$ cat config.mk
export PLATFORM = sky130hd
export DESIGN_NAME = xgmii_tx_fifo_reader
export DESIGN_NICKNAME = d
export VERILOG_FILES = /design/src/rtl/xgmii_tx_fifo_reader.sv
export SDC_FILE = /design/constraint.sdc
export NUM_CORES = 1
export LEC_CHECK = 0
export ABC_AREA = 1
export CELL_PAD_IN_SITES_DETAIL_PLACEMENT = 1
export CELL_PAD_IN_SITES_GLOBAL_PLACEMENT = 1
export CORE_ASPECT_RATIO = 1.2
export CORE_MARGIN = 5
export CORE_UTILIZATION = 31
export CTS_CLUSTER_SIZE = 12
export DETAILED_ROUTE_END_ITERATION = 6
export PLACE_DENSITY = 0.79
export SLEW_MARGIN = 20
export SYNTH_ARGS = -nofsm -noshare
export SYNTH_HDL_FRONTEND = slang
export SYNTH_SLANG_ARGS = --single-unit
$ cat constraint.sdc
create_clock -name rclk -period 2 [get_ports rclk]
set_input_delay 0.6 -clock rclk [delete_from_list [all_inputs] [get_ports rclk]]
set_output_delay 0.6 -clock rclk [all_outputs]
set_load 0.05 [all_outputs]
$ cat src/rtl/xgmii_tx_fifo_reader.sv
// Read side of the TX clock-crossing FIFO: drains XGMII words to the 64b/66b encoder,
// fills /I/ between frames, replaces a mid-frame underrun with /E/ and discards the rest of that frame.
module xgmii_tx_fifo_reader #(
  parameter int unsigned DSIZE = 72,
  parameter int unsigned CNT_W = 16
) (
  input  logic             rclk,
  input  logic             rrst,
  input  logic             rempty,
  input  logic [DSIZE-1:0] rdata,
  output logic             rinc,
  input  logic             tx_ready,
  output logic [63:0]      tx_data,
  output logic [7:0]       tx_ctrl,
  output logic             in_frame,
  output logic [CNT_W-1:0] frame_cnt,
  output logic [CNT_W-1:0] underrun_cnt,
  output logic [CNT_W-1:0] drop_cnt
);

  localparam logic [7:0]  CTRL_ALL = 8'hFF;
  localparam logic [63:0] IDLE_D   = 64'h0707070707070707;
  localparam logic [63:0] ERR_D    = 64'hFEFEFEFEFEFEFEFE;
  localparam logic [7:0]  START_B  = 8'hFB;
  localparam logic [7:0]  TERM_B   = 8'hFD;

  typedef enum logic [1:0] {
    ST_IDLE    = 2'd0,
    ST_FRAME   = 2'd1,
    ST_DISCARD = 2'd2
  } state_e;

  state_e           state_q;
  logic [63:0]      tx_data_q;
  logic [7:0]       tx_ctrl_q;
  logic             in_frame_q;
  logic [CNT_W-1:0] frame_cnt_q;
  logic [CNT_W-1:0] underrun_cnt_q;
  logic [CNT_W-1:0] drop_cnt_q;

  logic [7:0]  head_ctrl;
  logic [63:0] head_data;
  logic        is_start;
  logic        is_term;

  assign head_ctrl = rdata[DSIZE-1 -: 8];
  assign head_data = rdata[63:0];
  assign is_start  = head_ctrl[0] & (head_data[7:0] == START_B);

  // Terminate may sit in any lane.
  always_comb begin
    is_term = 1'b0;
    for (int i = 0; i < 8; i++) begin
      if (head_ctrl[i] && (head_data[8*i +: 8] == TERM_B)) is_term = 1'b1;
    end
  end

  // Pop is independent of state so the FIFO drains at line rate whenever the encoder accepts.
  assign rinc = tx_ready & ~rempty & ~rrst;

  function automatic logic [CNT_W-1:0] sat_inc(input logic [CNT_W-1:0] v);
    return (v == '1) ? v : v + CNT_W'(1);
  endfunction

  always_ff @(posedge rclk) begin
    if (rrst) begin
      state_q        <= ST_IDLE;
      tx_data_q      <= IDLE_D;
      tx_ctrl_q      <= CTRL_ALL;
      in_frame_q     <= 1'b0;
      frame_cnt_q    <= '0;
      underrun_cnt_q <= '0;
      drop_cnt_q     <= '0;
    end else if (tx_ready) begin
      case (state_q)
        ST_FRAME: begin
          if (rempty) begin
            tx_data_q      <= ERR_D;
            tx_ctrl_q      <= CTRL_ALL;
            underrun_cnt_q <= sat_inc(underrun_cnt_q);
            state_q        <= ST_DISCARD;
            in_frame_q     <= 1'b0;
          end else begin
            tx_data_q <= head_data;
            tx_ctrl_q <= head_ctrl;
            if (is_term) begin
              frame_cnt_q <= sat_inc(frame_cnt_q);
              state_q     <= ST_IDLE;
              in_frame_q  <= 1'b0;
            end
          end
        end
        // IDLE and DISCARD share start handling; they differ only in how a terminate is treated.
        default: begin
          if (rempty) begin
            tx_data_q <= IDLE_D;
            tx_ctrl_q <= CTRL_ALL;
          end else if (is_start) begin
            tx_data_q <= head_data;
            tx_ctrl_q <= head_ctrl;
            if (is_term) begin
              frame_cnt_q <= sat_inc(frame_cnt_q);
              state_q     <= ST_IDLE;
              in_frame_q  <= 1'b0;
            end else begin
              state_q    <= ST_FRAME;
              in_frame_q <= 1'b1;
            end
          end else begin
            tx_data_q  <= IDLE_D;
            tx_ctrl_q  <= CTRL_ALL;
            drop_cnt_q <= sat_inc(drop_cnt_q);
            if (state_q == ST_DISCARD && is_term) state_q <= ST_IDLE;
          end
        end
      endcase
    end
  end

  assign tx_data      = tx_data_q;
  assign tx_ctrl      = tx_ctrl_q;
  assign in_frame     = in_frame_q;
  assign frame_cnt    = frame_cnt_q;
  assign underrun_cnt = underrun_cnt_q;
  assign drop_cnt     = drop_cnt_q;

endmodule

After elaboration in Yosys (flattened, before gate mapping)
Index checks and enable logic that the tools add are counted.
{"block": "totals", "ff_bits": 123, "inputBits": 76, "out_inout_bits": 122, "word_cells": 86}
{"block": "op_classes", "add_sub_neg": 3, "n_eq_ne": 16, "muxes": 35, "bitwise_logic": 9, "reduce_logical": 16}
{"op": "$mux 64", "n": 4}
{"op": "$mux 16", "n": 6}
{"op": "$eq 8x8->1 const B", "n": 9}
{"op": "$add 16x1->16 const B", "n": 3}
{"op": "$eq 16x16->1 const B", "n": 3}
{"op": "$mux 8", "n": 4}
{"op": "$mux 1", "n": 15}
{"op": "$mux 2", "n": 6}
{"op": "$reduce_and 4->1", "n": 3}
{"op": "$logic_and 1x1->1", "n": 9}
{"op": "$not 1->1", "n": 6}
{"op": "$reduce_and 5->1", "n": 1}
{"op": "$and 1x1->1", "n": 3}
{"op": "$ne 3x3->1 const B", "n": 1}
{"op": "$reduce_and 3->1", "n": 1}
{"op": "$reduce_bool 3->1", "n": 1}
{"op": "$eq 2x1->1 const B", "n": 1}
{"op": "$eq 2x2->1 const B", "n": 1}
{"op": "$ne 2x1->1 const B", "n": 1}
{"op": "$reduce_bool 2->1", "n": 1}

Logic depth before layout (Yosys ltp)
Gate-level depths: netlist of run 1.
{"block": "logic_depth", "word_depth": 15, "mapped_depth": 13, "depth_no_buf": 13}

Least setup slack after synthesis of run 1
Ideal clock, no wire load.
{"block": "synth_timing", "path_kind": "input port to output port", "startpoint": "in tx_ready", "endpoint": "out rinc", "arrival_time_ps": 1929, "required_ps": 1400, "setup_slack_ps": -529, "cell_stages": 6, "path_buffers": 2, "cell_sequence": "inv_2 -> nor2_2 -> inv_1 -> clkbuf_1 -> buf_2 -> nor2_1"}
{"block": "synth_between", "elab_chain_len": 2}
{"element": "from (decl)", "line_no": "12", "text": "input logic tx_ready,"}
{"element": "$and 1x1->1 (2 in series)", "line_no": "59", "text": "assign rinc = tx_ready & ~rempty & ~rrst;"}
{"element": "to (decl)", "line_no": "11", "text": "output logic rinc,"}
Every way passes these cells.

Worst setup path after layout of run 1
{"block": "layout_timing", "startpoint": "in rdata[56]", "endpoint": "reg frame_cnt_q[12], in the netlist frame_cnt[12]"}
{"block": "layout_between", "elab_chain_len": 7, "elab_cells_between_ends": 8, "classes_between": "eq/ne (1); mux (6); reduce/logical (1)"}
{"element": "from (decl)", "line_no": "10", "text": "input logic [DSIZE-1:0] rdata,"}
{"element": "$eq 8x8->1 (*)", "line_no": "54", "text": "if (head_ctrl[i] && (head_data[8*i +: 8] == TERM_B)) is_term = 1'b1;"}
{"element": "$logic_and 1x1->1 (*)", "line_no": "54"}
{"element": "$mux 1 (*)", "line_no": "54"}
{"element": "$mux 16 (*)"}
{"element": "$mux 16 (2 in series)"}
{"element": "$mux 16 (*)"}
{"element": "to (signal assigned)", "line_no": "87", "text": "frame_cnt_q <= sat_inc(frame_cnt_q);"}
{"element": "to (signal assigned)", "line_no": "102", "text": "frame_cnt_q <= sat_inc(frame_cnt_q);"}
{"element": "to (decl)", "line_no": "37", "text": "logic [CNT_W-1:0] frame_cnt_q;"}
Mark *: on every way between the ends. The rest lies on a longest branch, timed or not. The select of a mux whose other input is x is not followed.
A chain may end at the register's enable or synchronous reset.

==> results.md, run 1 <==
* Leakage at 3.86 nW
* Pin slew with the least headroom to its limit at roughly 540 ps
* Top cell family by delay on the critical path: simple AND/OR/NAND/NOR gates
* Final Max Tran Viols at 0
* Final setup viols at 0
* CP Max Fanout at 6
* Final instance area at approximately 0.0084 mm2
* I/O pin total at 198
* Status: completed
* Max-Cap Viols at 0
* Via/cell ratio at 4.83
* First DRT Iteration DRCs at between 150 and 200
* Main combinational cell family by area after synthesis: simple AND/OR/NAND/NOR gates
* Worst-Skew Late Latency at between 400 and 500 ps
* Synth area leader: dfxtp_1
* Crit path arrival time at roughly 2200 ps
* Post-route ant nets at 0
* Largest stage delay, worst path at 450 ps
* Post-place instance area at between 0.007 and 0.008 mm2
* Startpoint types: input pin
* Hold-fix buffer count after cts at 0
* Minimum clock period at between 1500 and 2000 ps
* CTS tree: yes
* Pwr Density at 750 mW/mm2
* Initial antenna violation count at 3
* Post-synthesis average cell area at around 7.4 um2
* Number of enable flip-flop cells after synthesis at 0
* Fmax at 0.527 GHz
* DPL Wire Length at 14,600 um
* Core area at 0.0169 mm2
* Syn Inst Count at ~720
* Post-synth top area share at 46.3%
* Commonest cells in the netlist: 156 x nand2_1, 123 x dfxtp_1, 120 x nor2_1
* Cell with the most instances after synthesis: nand2_1
* Chip Height at about 150 um
* Final hold viol count at 0
* Post-Syn Area at 0.00532 mm2
* Tcrit/Tclk final at 94.9%
* Clk_skew at between 10 and 15 ps
* Critical path buffers and inverters at 2
* Tot GR Track Use at 19.5%
* Post-synthesis simple-gate area fraction at 29.0%
* Synth Flop Type: dfxtp_1
* Post-Synth XOR/XNOR Area at 2.14%
* Hold Path Class: input pin to flop
* # port buffers at 197
* Yosys warns at 0
* CTS sink cnt at between 100 and 150
* Kind of critical path: input pin to flop
* Die X-Extent at 130 um
* Cell Chain, Critical Path: clkdlybuf4s50_1 > inv_1 > nor2_1 > nand3_2 > nand2_2 > nor2_2 > nand2_2 > nand2_8 > nor2_4 > nand2_2 > nor3_2 > nor2_1
* Largest net degree at the start of global routing at 48
* Clk buf depth at 2
* # DRC at 0
* Final WL at about 20,000 um
* First-pass DRT Iterations at 4
* CP Capture Type: flop
* Cell variety after synth at 38
* Final #Nets at about 1,000
* Max VDD drop at 0.533 mV
* Post-Syn Nets at 800
* Total global routing overflow at 0
* Seq/Total Area, Yosys at between 40% and 50%
* Vias in the first global route at about 6,000
* Fraction of layout instances using a drive strength above 1 at 29.0%
* Layout area overhead at 58.4%
* TritonCTS buffer count at 17
* Post-synthesis mux area share at 0%
* Worst R2R Setup Slack at around 160 ps
* Slowest-stage cell, CP: clkdlybuf4s50_1
* Worst-path clk slew at 60 ps
* Via count at 5,787
* Compound-Gate Fraction of Synth Area at 14.2%
* Row count at 52
* Fillcell total at 2,078
* Starting density of the core at 31.6%
* Most frequent CP cell: nand2_2
* Placer congestion estimate at 0.777
* Adder-cell share of the synthesized area at 0.705%
* Max-slew headroom at between 60% and 70%
* Setup TNS at 0 ps
* Synth area leaders: dfxtp_1 46%, nand2_1 11%, nor2_1 8.5%, o22ai_1 7.4%, inv_1 4.7%
* Synthesis-stage register bit count at approximately 120
* Total die area at 0.0199 mm2
* Clk root buf: clkbuf_16
* CP Data Required Time at 2300 ps
* Ys async rst share at 0%
* H-tree depth at 4
* WL/cell at 16.6 um
* Global-route wire length before repair at 30,800 um
==> per-stage QoR <==
stage	power [mW]	hold WS, ps	setup WS, ps	instances	util (%)
floorplan	2.96	440	-44.6	721	-
global placement	3.33	453	-601	1158	44.9
detailed placement	3.34	460	-630	1158	44.9
CTS	6.41	471	2.88	1191	48.4
global route	6.56	454	-6.38	1196	50.0
finish	6.33	449	103	1197	50.0
==> state kept, by name, indices dropped and copies added, names as in the netlist <==
| name | cells |
|---|---|
| frame_cnt | 16 |
| tx_ctrl | 8 |
| tx_data | 64 |
| drop_cnt | 16 |
| in_frame | 1 |
| underrun_cnt | 16 |
| state_q | 2 |
==> cells in the final DEF (no fill, tap or decap), drive strengths merged <==
master           n
o211ai           7
nand4            6
nor2           128
nor3            13
clkdlybuf4s50   30
o21a             2
a211oi           1
nand3b           3
a31oi            2
buf            181
dlymetal6s2s    43
inv             75
o22ai           63
nand2          163
dfxtp          123
diode            3
a21oi           29
clkinvlp         6
o21ai           24
a221o            1
nor2b            1
nor4             5
clkbuf          17
bufinv           2
nand3           29
xor2             6
clkinv           6
ha               3
and3             2
xnor2            7
==> path summary, 6_finish.rpt <==
check                          startpoint                            to  cells past startpoint
min                             rdata[65]       tx_ctrl[1]$_SDFFE_PP1P_                      3
max                             rdata[56]    frame_cnt[12]$_SDFFE_PP0P_                     12
min reg2reg  underrun_cnt[4]$_SDFFE_PP0P_  underrun_cnt[4]$_SDFFE_PP0P_                      2
max reg2reg      drop_cnt[1]$_SDFFE_PP0P_      drop_cnt[0]$_SDFFE_PP0P_                      9
==> report_power, final <==
part           total (mW)  switching, mW  internal (mW)  leakage (nW)
logic               0.767          0.453          0.314          2.59
clock network        3.02           1.20           1.83         0.267
registers            2.53         0.0308           2.50          1.00
==> timing repair <==
| action | 4_1_cts | 5_1_grt |
|---|---|---|
| gates cloned | 0 | 0 |
| setup endpoints to repair | 17 | 37 |
| buffers inserted | 2 | 3 |
| hold endpoints to repair | 0 | 0 |
| gates resized for setup | 10 | 85 |
| pin swaps | 4 | 32 |
==> logic make-up (layout without fill, tap and decap cells) <==
kind of cell | count (synthesis) | count (layout)
adder cells (fa/ha/maj) | 3 | 3
XOR/XNOR | 13 | 13
buffers and inverters | 103 | 360
other | 0 | 3
AND/OR/NAND/NOR | 350 | 350
AO/OA/AOI/OAI | 129 | 129
flip-flops | 123 | 123
==> per-layer routing <==
metal / up-vias / wire [um] / track usage [%]
met4: 2 / 582 / 8.07
met2: 147 / 10200 / 34.3
met3: 32 / 1400 / 6.90
met5: - / 7 / 0
met1: 2743 / 7640 / 21.1
li1: 2863 / - / -
==> worst min-delay path, cell delays in order <==
cell and delay, ps:
dlymetal6s2s_1 110, o22ai_1 80, nand2_1 50
==> cell type report <==
cell class	count	area (um2)	share of cell area, %
inverter	74	283	3.35
sequential	123	2470	29.2
clock inverter	15	151	1.80
tap	216	270	3.21
antenna	3	7.51	0.0890
timing repair buffer	254	2220	26.3
multi-input combinational	495	2610	30.9
clock buffer	17	425	5.05
Note: power is estimated with default switching activity, not from simulation.
==> inputs of run 2 (changes only) <==
CORE_ASPECT_RATIO = 2   (was 1.2)
==> run 2 against run 1 <==
Effect of this change:
- flip-flop and latch count did not move
- final cell count barely moved
- sequential share of layout area grew 0.078 points
- worst hold slack better by 23 ps
- combinational power is 2% higher
- clock skew down 5.8 ps
- sequential power about the same
- clock-buffer cell count is 3 higher
- utilization is 0.13 points lower
- register-to-register slack got worse by 20 ps
- clock power about the same
==> results.md, run 2 (synthesis results as in run 1) <==
* Worst R2R Setup Slack at 140 ps
* WL/cell at about 18 um
* Psw at 1.65 mW
* Most common cell after layout, fill and taps aside: buf_4
* Setup TNS at 0 ps
* CP Data Required Time at 2310 ps
* Initial antenna violation count at 2
* Max-slew headroom at 52.7%
* Post-place instance area at 0.00761 mm2
* # DRC at 0
* Clk buf depth at 2
* Leakage at between 3 and 4 nW
* Minimum clock period at 1940 ps
* Worst Min Path Start: state_q[1]$_SDFFE_PP0P_
* Worst R2R Start: frame_cnt[1]$_SDFFE_PP0P_
* Final setup viols at 0
* Die X-Extent at 103 um
* Worst-path clk slew at 50 ps
* Core area at 0.0168 mm2
* Final instance area at 0.00841 mm2
* Startpoint types: input pin
* Overall power at 6.37 mW
* Fillcell total at 2,109
* FF-to-FF path depth at 11
* Largest net degree at the start of global routing at 65
* Pin slew with the least headroom to its limit at between 700 and 800 ps
* Clk_skew at 8.01 ps
* Hold Path Stages at 2
* Total global routing overflow at 0
* Vias in the first global route at 6,368
* Final Util at 49.9%
* I/O pin total at 198
* H-tree depth at 4
* Chip Height at 195 um
* DP Worst Slack at -714 ps
* DPL Wire Length at 16,300 um
* TritonCTS buffer count at 17
* Crit path arrival time at 2250 ps
* Row count at 67
* Worst Setup SP: rdata[1]
* Starting density of the core at 31.6%
* Fmax at 0.517 GHz
* Total die area at 0.0200 mm2
* FF+latch area at between 0.002 and 0.0025 mm2
* Hold-fix buffer count after cts at 0
* Switching share of power at 26.0%
* Final Max Tran Viols at 0
* CP Max Fanout at 8
* Layout area overhead at 58.0%
* Final #Nets at 1,055
* Comb pwr share at 12.3%
* Kind of critical path: input pin to flop
* Worst hold endpoint: state_q[1]$_SDFFE_PP0P_
* WL met1 at 6830 um
* CTS tree: yes
* Metal2 WL at around 12,000 um
* Post-route ant nets at 0
* Hold Path Class: flop to flop
* Max-Cap Viols at 0
* Clk root buf: clkbuf_16
* Clock share of power at 47.9%
* Length of routed met3 wiring at 1050 um
* Placed insts at 1,157
* Fin cells at 1,198
* Via/cell ratio at around 5
* Status: completed
* Worst-Skew Late Latency at 420 ps
* CTS sink cnt at 123
* Tot GR Track Use at around 21%
* First-pass DRT Iterations at 5
* Pwr Density at ~760 mW/mm2
* Via count at 5,979
* Top layer in use: met4
* Global-route wire length before repair at 32,600 um
* First DRT Iteration DRCs at ~120
* Footprint of the multi-input gates at 0.00260 mm2
* Final hold viol count at 0
* Final WL at 21,400 um
* Tcrit/Tclk final at 96.8%
* Setup ws final at between 60 and 70 ps
* Most frequent cells in the layout: 188 x buf_4, 143 x nand2_1, 120 x dfxtp_1
* WHS at 472 ps
* # port buffers at between 150 and 200
* CP Capture Type: flop
* Sequential share of power at 39.8%
* Largest register FFs at 64
* RR Endpoint: frame_cnt[14]$_SDFFE_PP0P_
* Placer congestion estimate at 0.879
* Internal cell power at between 4 and 5 mW
* Max VDD drop at about 0.55 mV
* Fraction of layout instances using a drive strength above 1 at between 20% and 30%
[run 2: how the worst max path moves through the flow]
stage,to,slack [ps]
after floorplan,rinc,-40
after global placement,frame_cnt[12]$_SDFFE_PP0P_,-680
after detailed placement,frame_cnt[4]$_SDFFE_PP0P_,-710
after CTS,frame_cnt[4]$_SDFFE_PP0P_,4
after global routing,frame_cnt[14]$_SDFFE_PP0P_,-20
final,frame_cnt[14]$_SDFFE_PP0P_,60
[run 2: final cells by class]
cell class / instances / share of cell area [%]
Multi-Input combinational cell: 495 / 30.9
Sequential cell: 123 / 29.3
Timing Repair Buffer: 265 / 26.4
Clock buffer: 20 / 5.43
Inverter: 74 / 3.33
Tap cell: 207 / 3.08
Clock inverter: 12 / 1.46
Antenna cell: 2 / 0.0595
[run 2: what timing repair did]
| item | 4_1_cts | 5_1_grt |
|---|---|---|
| gates cloned | 0 | 0 |
| buffers inserted | 1 | 6 |
| pin swaps | 8 | 12 |
| setup endpoints to repair | 20 | 56 |
| hold endpoints to repair | 0 | 0 |
| resized for setup | 22 | 37 |
[run 2: power by group through the flow]
stage | Sequential (mW) | Clock (mW) | Combinational, mW
floorplan | 2.76 | 0 | 0.203
global placement | 2.58 | 0 | 0.761
detailed placement | 2.59 | 0 | 0.772
CTS | 2.53 | 3.12 | 0.782
global route | 2.54 | 3.24 | 0.827
finish | 2.53 | 3.05 | 0.780
[run 2: per-layer routing]
layer  vias up  global-route usage [%]
li1       2887                       -
met1      2851                    18.7
met2       176                    41.6
met3        65                    5.14
met4         0                    12.8
met5         -                       0
[run 2: critical path, cell delays in order]
cell and delay, ps:
clkdlybuf4s50_1 470, inv_1 60, nand2_1 60, nor2_1 50, nand2_2 110, nand2_1 100, nor2_4 170, nand2_4 100
nand2_8 120, nor2_4 70, buf_4 120, a31oi_1 140, nor2_1 70
